## src/rtl/fifo_burst_reader.sv

```systemverilog
// fifo_burst_reader: read-side burst controller for asynch_fifo_core.
// Pops full bursts of BURST_LEN words, or a short burst on flush. Each
// popped word is staged in a 2-entry skid buffer so that a downstream stall
// never drops a word that is already in flight from the FIFO.

// Property checker for the reader's output buffer and pop strobe.
module fifo_burst_reader_chk (
  input logic       clk,
  input logic       rst,
  input logic [1:0] occ,
  input logic       inflight,
  input logic       pop,
  input logic       read_en,
  input logic       fifo_empty
);

  // A word landing while both slots are full and nothing leaves is lost.
  a_no_overflow: assert property (@(posedge clk) disable iff (rst)
    !(inflight && (occ == 2'd2) && !pop));

  // The buffer only has two slots.
  a_occ_range: assert property (@(posedge clk) disable iff (rst)
    occ != 2'd3);

  // Popping an empty FIFO would return garbage.
  a_no_empty_pop: assert property (@(posedge clk) disable iff (rst)
    !(read_en && fifo_empty));

endmodule

module fifo_burst_reader #(
  parameter int FIFO_PTR   = 4,
  parameter int FIFO_WIDTH = 32,
  parameter int BURST_LEN  = 8
) (
  input  logic                  rdclk,
  input  logic                  rst_rdclk,
  input  logic                  fifo_empty,
  input  logic [FIFO_PTR:0]     data_avail,
  input  logic [FIFO_WIDTH-1:0] read_data,
  output logic                  read_en,
  input  logic                  flush,
  output logic                  m_valid,
  output logic [FIFO_WIDTH-1:0] m_data,
  input  logic                  m_ready,
  output logic                  busy,
  output logic                  burst_done,
  output logic [15:0]           rd_count
);

  localparam logic [FIFO_PTR:0] BURST_LEN_W = (FIFO_PTR+1)'(BURST_LEN);
  localparam logic [FIFO_PTR:0] ONE_W       = (FIFO_PTR+1)'(1);

  typedef enum logic [0:0] {
    ST_IDLE = 1'b0,
    ST_RUN  = 1'b1
  } state_t;

  state_t                state_r;
  state_t                state_s;
  logic [FIFO_PTR:0]     remain_r;
  logic [FIFO_PTR:0]     remain_s;
  logic                  inflight_r;
  logic [1:0]            occ_r;
  logic [FIFO_WIDTH-1:0] head_r;
  logic [FIFO_WIDTH-1:0] tail_r;
  logic [15:0]           rd_count_r;

  logic                  pop_s;
  logic                  push_s;
  logic [2:0]            level_s;
  logic                  read_en_s;
  logic                  burst_done_s;

  // Buffer handshake and projected fill level (committed slots after this edge).
  always_comb begin
    pop_s   = (occ_r != 2'd0) & m_ready;
    push_s  = inflight_r;
    level_s = {1'b0, occ_r} + {2'b00, inflight_r} - {2'b00, pop_s};
  end

  // Next-state, burst length bookkeeping and pop strobe.
  always_comb begin
    state_s      = state_r;
    remain_s     = remain_r;
    read_en_s    = 1'b0;
    burst_done_s = 1'b0;
    case (state_r)
      ST_IDLE: begin
        // A full burst wins over a flush request.
        if (data_avail >= BURST_LEN_W) begin
          state_s  = ST_RUN;
          remain_s = BURST_LEN_W;
        end else if (flush && !fifo_empty) begin
          state_s  = ST_RUN;
          remain_s = data_avail;
        end else begin
          state_s  = ST_IDLE;
          remain_s = remain_r;
        end
      end
      ST_RUN: begin
        // Pop only while a buffer slot is guaranteed for the returning word.
        if ((remain_r != '0) && !fifo_empty && (level_s < 3'd2)) begin
          read_en_s = 1'b1;
          remain_s  = remain_r - ONE_W;
          if (remain_r == ONE_W) begin
            state_s      = ST_IDLE;
            burst_done_s = 1'b1;
          end else begin
            state_s      = ST_RUN;
            burst_done_s = 1'b0;
          end
        end else begin
          read_en_s = 1'b0;
          remain_s  = remain_r;
        end
      end
      default: begin
        state_s  = ST_IDLE;
        remain_s = '0;
      end
    endcase
  end

  // State and remaining-word register.
  always_ff @(posedge rdclk or posedge rst_rdclk) begin
    if (rst_rdclk) begin
      state_r  <= ST_IDLE;
      remain_r <= '0;
    end else begin
      state_r  <= state_s;
      remain_r <= remain_s;
    end
  end

  // Track the single read whose data returns next cycle.
  always_ff @(posedge rdclk or posedge rst_rdclk) begin
    if (rst_rdclk) begin
      inflight_r <= 1'b0;
    end else begin
      inflight_r <= read_en_s;
    end
  end

  // Two-entry output buffer; head feeds m_data directly.
  always_ff @(posedge rdclk or posedge rst_rdclk) begin
    if (rst_rdclk) begin
      occ_r  <= 2'd0;
      head_r <= '0;
      tail_r <= '0;
    end else begin
      case ({push_s, pop_s})
        2'b10: begin
          case (occ_r)
            2'd0: begin
              head_r <= read_data;
              occ_r  <= 2'd1;
            end
            2'd1: begin
              tail_r <= read_data;
              occ_r  <= 2'd2;
            end
            default: begin
              occ_r <= occ_r;
            end
          endcase
        end
        2'b01: begin
          if (occ_r == 2'd2) begin
            head_r <= tail_r;
          end else begin
            head_r <= head_r;
          end
          occ_r <= occ_r - 2'd1;
        end
        2'b11: begin
          // Occupancy is unchanged; the new word goes behind whatever remains.
          if (occ_r == 2'd2) begin
            head_r <= tail_r;
            tail_r <= read_data;
          end else begin
            head_r <= read_data;
          end
        end
        default: begin
          occ_r <= occ_r;
        end
      endcase
    end
  end

  // Lifetime pop counter; wraps naturally at 16 bits.
  always_ff @(posedge rdclk or posedge rst_rdclk) begin
    if (rst_rdclk) begin
      rd_count_r <= 16'd0;
    end else if (read_en_s) begin
      rd_count_r <= rd_count_r + 16'd1;
    end else begin
      rd_count_r <= rd_count_r;
    end
  end

  assign read_en    = read_en_s;
  assign burst_done = burst_done_s;
  assign m_valid    = (occ_r != 2'd0);
  assign m_data     = head_r;
  assign busy       = (state_r == ST_RUN) | inflight_r;
  assign rd_count   = rd_count_r;

  fifo_burst_reader_chk u_chk (
    .clk        (rdclk),
    .rst        (rst_rdclk),
    .occ        (occ_r),
    .inflight   (inflight_r),
    .pop        (pop_s),
    .read_en    (read_en_s),
    .fifo_empty (fifo_empty)
  );

endmodule

```

## config.mk

```make
export PLATFORM = sky130hd
export DESIGN_NAME = fifo_burst_reader
export DESIGN_NICKNAME = d
export VERILOG_FILES = /design/src/rtl/fifo_burst_reader.sv
export SDC_FILE = /design/constraint.sdc
export NUM_CORES = 1
export LEC_CHECK = 0
export CELL_PAD_IN_SITES_DETAIL_PLACEMENT = 1
export CELL_PAD_IN_SITES_GLOBAL_PLACEMENT = 2
export CORE_ASPECT_RATIO = 0.75
export CORE_MARGIN = 2
export CORE_UTILIZATION = 29
export DETAILED_ROUTE_END_ITERATION = 12
export HOLD_SLACK_MARGIN = 0.03
export PLACE_DENSITY = 0.83
export SYNTH_ARGS = -nofsm -noshare
export SYNTH_HDL_FRONTEND = slang
export SYNTH_SLANG_ARGS = --single-unit
```

## constraint.sdc

```tcl
create_clock -name rdclk -period 2.94 [get_ports rdclk]
set_input_delay 0.588 -clock rdclk [delete_from_list [all_inputs] [get_ports rdclk]]
set_output_delay 0.588 -clock rdclk [all_outputs]
set_load 0.05 [all_outputs]
```

==> summary.md <==
| Metric | Value |
|---|---|
| Status | finished, violations left |
| Failing checks | design-rule violations, negative setup slack |
| Setup crit start kind | flip-flop |
| Post-synthesis compound-gate area fraction | 0.0813 |
| Final non-filler cell total | 637 |
| VDD IR-drop max | ~0.57 mV |
| Final Wtd Congestion | 0.811 |
| Antenna violations before repair | 0 |
| CTS tree | built |
| Simple-gate share of the synthesized area | 0.102 |
| Share of cells above drive strength 1 | 0.186 |
| Synthesized cell area | 0.00403 mm2 |
| RSZ-0062 raised after global routing | yes |
| Die height | 106 um |
| DR iter-0 viols | 98 |
| Syn_area_per_cell | roughly 12 um2 |
| Root Buffer | clkbuf_16 |
| Vias in the first global route | 3,252 |
| CP max FO | 3 |
| WP data required | around 2.4 ns |
| Clock Path Buffers | 2 |
| Critical path endpoint category | output pin |
| PwrDens | around 1100 mW/mm2 |
| Setup Crit Path Kind | flip-flop to output pin |
| Hold slack | around 0.47 ns |
| Final net count | 507 |
| Clock power share | 0.178 |
| Synthesized net count | a little under 400 |
| Worst Tran Pin Value | between 0.7 and 0.8 ns |
| Final hold violation count | 0 |
| Asr flop ratio synth | 1.00 |
| Post-synthesis mux area share | 0.171 |
| Io pins | 94 |
| Area Overhead vs Synth | 41.1% |
| Number of clock sinks | 89 |
| Number of synthesized flops with an enable pin | 0 |
| Full die area | around 0.015 mm2 |
| Largest family of logic cells by synthesized area | multiplexers |
| Primary FF master, synth | dfrtp_1 |
| Synth Area in XOR/XNOR | 0.0348 |
| Post-DP HPWL | 6.88 mm |
| Antenna Cells | 0 |
| Leakage | about 2.5 nW |
| Sw Share | 0.420 |
| Worst-path clk slew | 0.07 ns |
| Via count | 2,991 |
| GRT Total Usage | 0.142 |
| Final setup viols | 2 |
| Most frequent cells in the layout | 90 x clkdlybuf4s50_1, 89 x dfrtp_1, 43 x nand2_1 |
| Cells after Synth | 343 |
| Pre-antenna DRT Iters | 9 |
| Post-synthesis cell type count | 45 |
| Highest Clock Rate | about 0.32 GHz |
| Largest net degree at the start of global routing | 90 |
| Slew Viols, Final | 0 |
| DIE WIDTH | around 140 um |
| DRC errors left | 8 |
| Post-Place Cells | about 600 |
| Sw Pwr | 0.00258 W |
| Combinational share of power | 0.492 |
| Routed wire per std cell | 15.4 um |
| Int Power | between 0.003 and 0.004 W |
| Synthesized flop and latch total | 89 |
| Seq pwr share | 0.330 |
| Core ar. | 0.0137 mm2 |
| Max H-tree Level | 3 |
| Crit share post-route | 1.07 |
| Routed Antenna Nets | 0 |
| DR vias/cell | between 4 and 5 |
| Max Cap Viol | 0 |
| Final global-route overflow total | 0 |
| Post-Synth Adder-Cell Area | 0.0267 |
| Slew headroom | 0.511 |
| Commonest non-fill, non-tap cell in the layout | clkdlybuf4s50_1 |
| CP arrival | around 2.6 ns |
| Hold Crit Class | flip-flop to flip-flop |
| Number of buffers added on ports | 93 |
| Min cycle time layout | between 3 and 4 ns |
| Clock Skew | 0.00477 ns |
| Setup WS pre-CTS | -0.366 ns |
| Routed WL | 9.84 mm |
| Clock latency on the worst-skew pair | 0.34 ns |
| Yosys warnings | 0 |
| Initial Utilization | 0.295 |
| First-pass GRT wire length | 16.8 mm |
| CTS Buf Count | 9 |
| Final setup margin | -0.213 ns |
| Num rows | 37 |
| Sequential fraction of the synthesis area | 0.552 |
Yosys cell counts, drive strengths merged (4+ instances only):
cell type  number  area share
dfrtp          89        0.55
nand2          43       0.040
o21ai          38       0.048
mux2i          33       0.082
mux2           32       0.089
inv            10      0.0093
xnor2          10       0.022
nor2            9      0.0084
buf             8       0.017
ha              7       0.022
nand4           7       0.012
clkbuf          6      0.0056
nor3            6      0.0074
xor2            6       0.013
nand3           4      0.0050
worst max-delay path, cell delays in order (launching register included):
cell	delay, ns
dfrtp_1	0.39
inv_2	0.09
ha_4	0.14
and2b_1	0.19
nor2_1	0.11
o21ai_1	0.08
fa_2	0.54
nor2b_4	0.17
nand4_4	0.11
inv_2	0.09
and3_4	0.19
buf_12	0.13
final cells by class:
| cell class | instances | area, um2 |
|---|---|---|
| fill | 1489 | 7970 |
| sequential | 89 | 2230 |
| multi-input combinational | 230 | 1750 |
| timing repair buffer | 117 | 1170 |
| clock buffer | 10 | 229 |
| tap | 175 | 219 |
| clock inverter | 6 | 50.0 |
| inverter | 10 | 38.8 |
sequential cells by signal, indices dropped and copies added (netlist names):
signal and count:
remain_r 5, state_r 1, rd_count 16, m_data 32, tail_r 32, occ_r 2
inflight_r 1
metrics by stage:
stage | setup TNS, ns | cell area (um2) | util | power [W]
2_1_floorplan | 0 | 4040 | - | 0.00392
3_3_place_gp | -1.50 | 5300 | 0.388 | 0.00481
3_5_place_dp | -2.90 | 5300 | 0.388 | 0.00493
4_1_cts | -0.390 | 5650 | 0.413 | 0.00616
5_1_grt | -0.554 | 5690 | 0.416 | 0.00654
6_report | -0.341 | 5690 | 0.416 | 0.00613
metal layers:
layer | GRT usage | vias to the layer above | part of all wire
li1 | - | 1428 | -
met4 | 0.0390 | 0 | 0.011
met3 | 0.0392 | 11 | 0.047
met2 | 0.214 | 66 | 0.45
met1 | 0.200 | 1486 | 0.49
met5 | 0 | - | 0
what timing repair did:
item / CTS / global route
pin swaps: 6 / 4
endpoints found under the hold margin: 0 / 0
resized for setup: 12 / 1
hold buffers: 0 / 0
endpoints found under the setup margin: 2 / 2
setup buffers: 4 / 5
power groups by stage:
stage          Clock, W  Sequential (W)  Combinational [W]
3_3_place_gp          0         0.00201            0.00280
3_5_place_dp          0         0.00205            0.00288
5_1_grt         0.00119         0.00210            0.00325
4_1_cts         0.00114         0.00203            0.00299
2_1_floorplan         0         0.00274            0.00118
6_report        0.00109         0.00202            0.00302
path summary, 6_finish.rpt:
kind | from | end | slack (ns) | depth (start not counted)
hold / removal | rd_count[15] | rd_count[15] | 0.47 | 1
min in group asynchronous | rst_rdclk | tail_r[15] | 0.68 | 3
setup reg to reg | occ_r[0] | rd_count[14] | 0.30 | 12
max in group asynchronous | rst_rdclk | m_data[5] | 1.88 | 3
hold reg to reg | rd_count[15] | rd_count[15] | 0.47 | 1
setup / recovery | occ_r[0] | burst_done | -0.21 | 11
kinds of logic after synthesis:
| group | Yosys count |
|---|---|
| xor gates and xnor gates | 16 |
| muxes | 65 |
| adders and majority gates | 8 |
| buffers and inverters | 24 |
| AOI/OAI and AO/OA | 56 |
| DFF | 89 |
| and+or+nand+nor | 85 |
No activity file was read; power rests on OpenSTA's default activity.
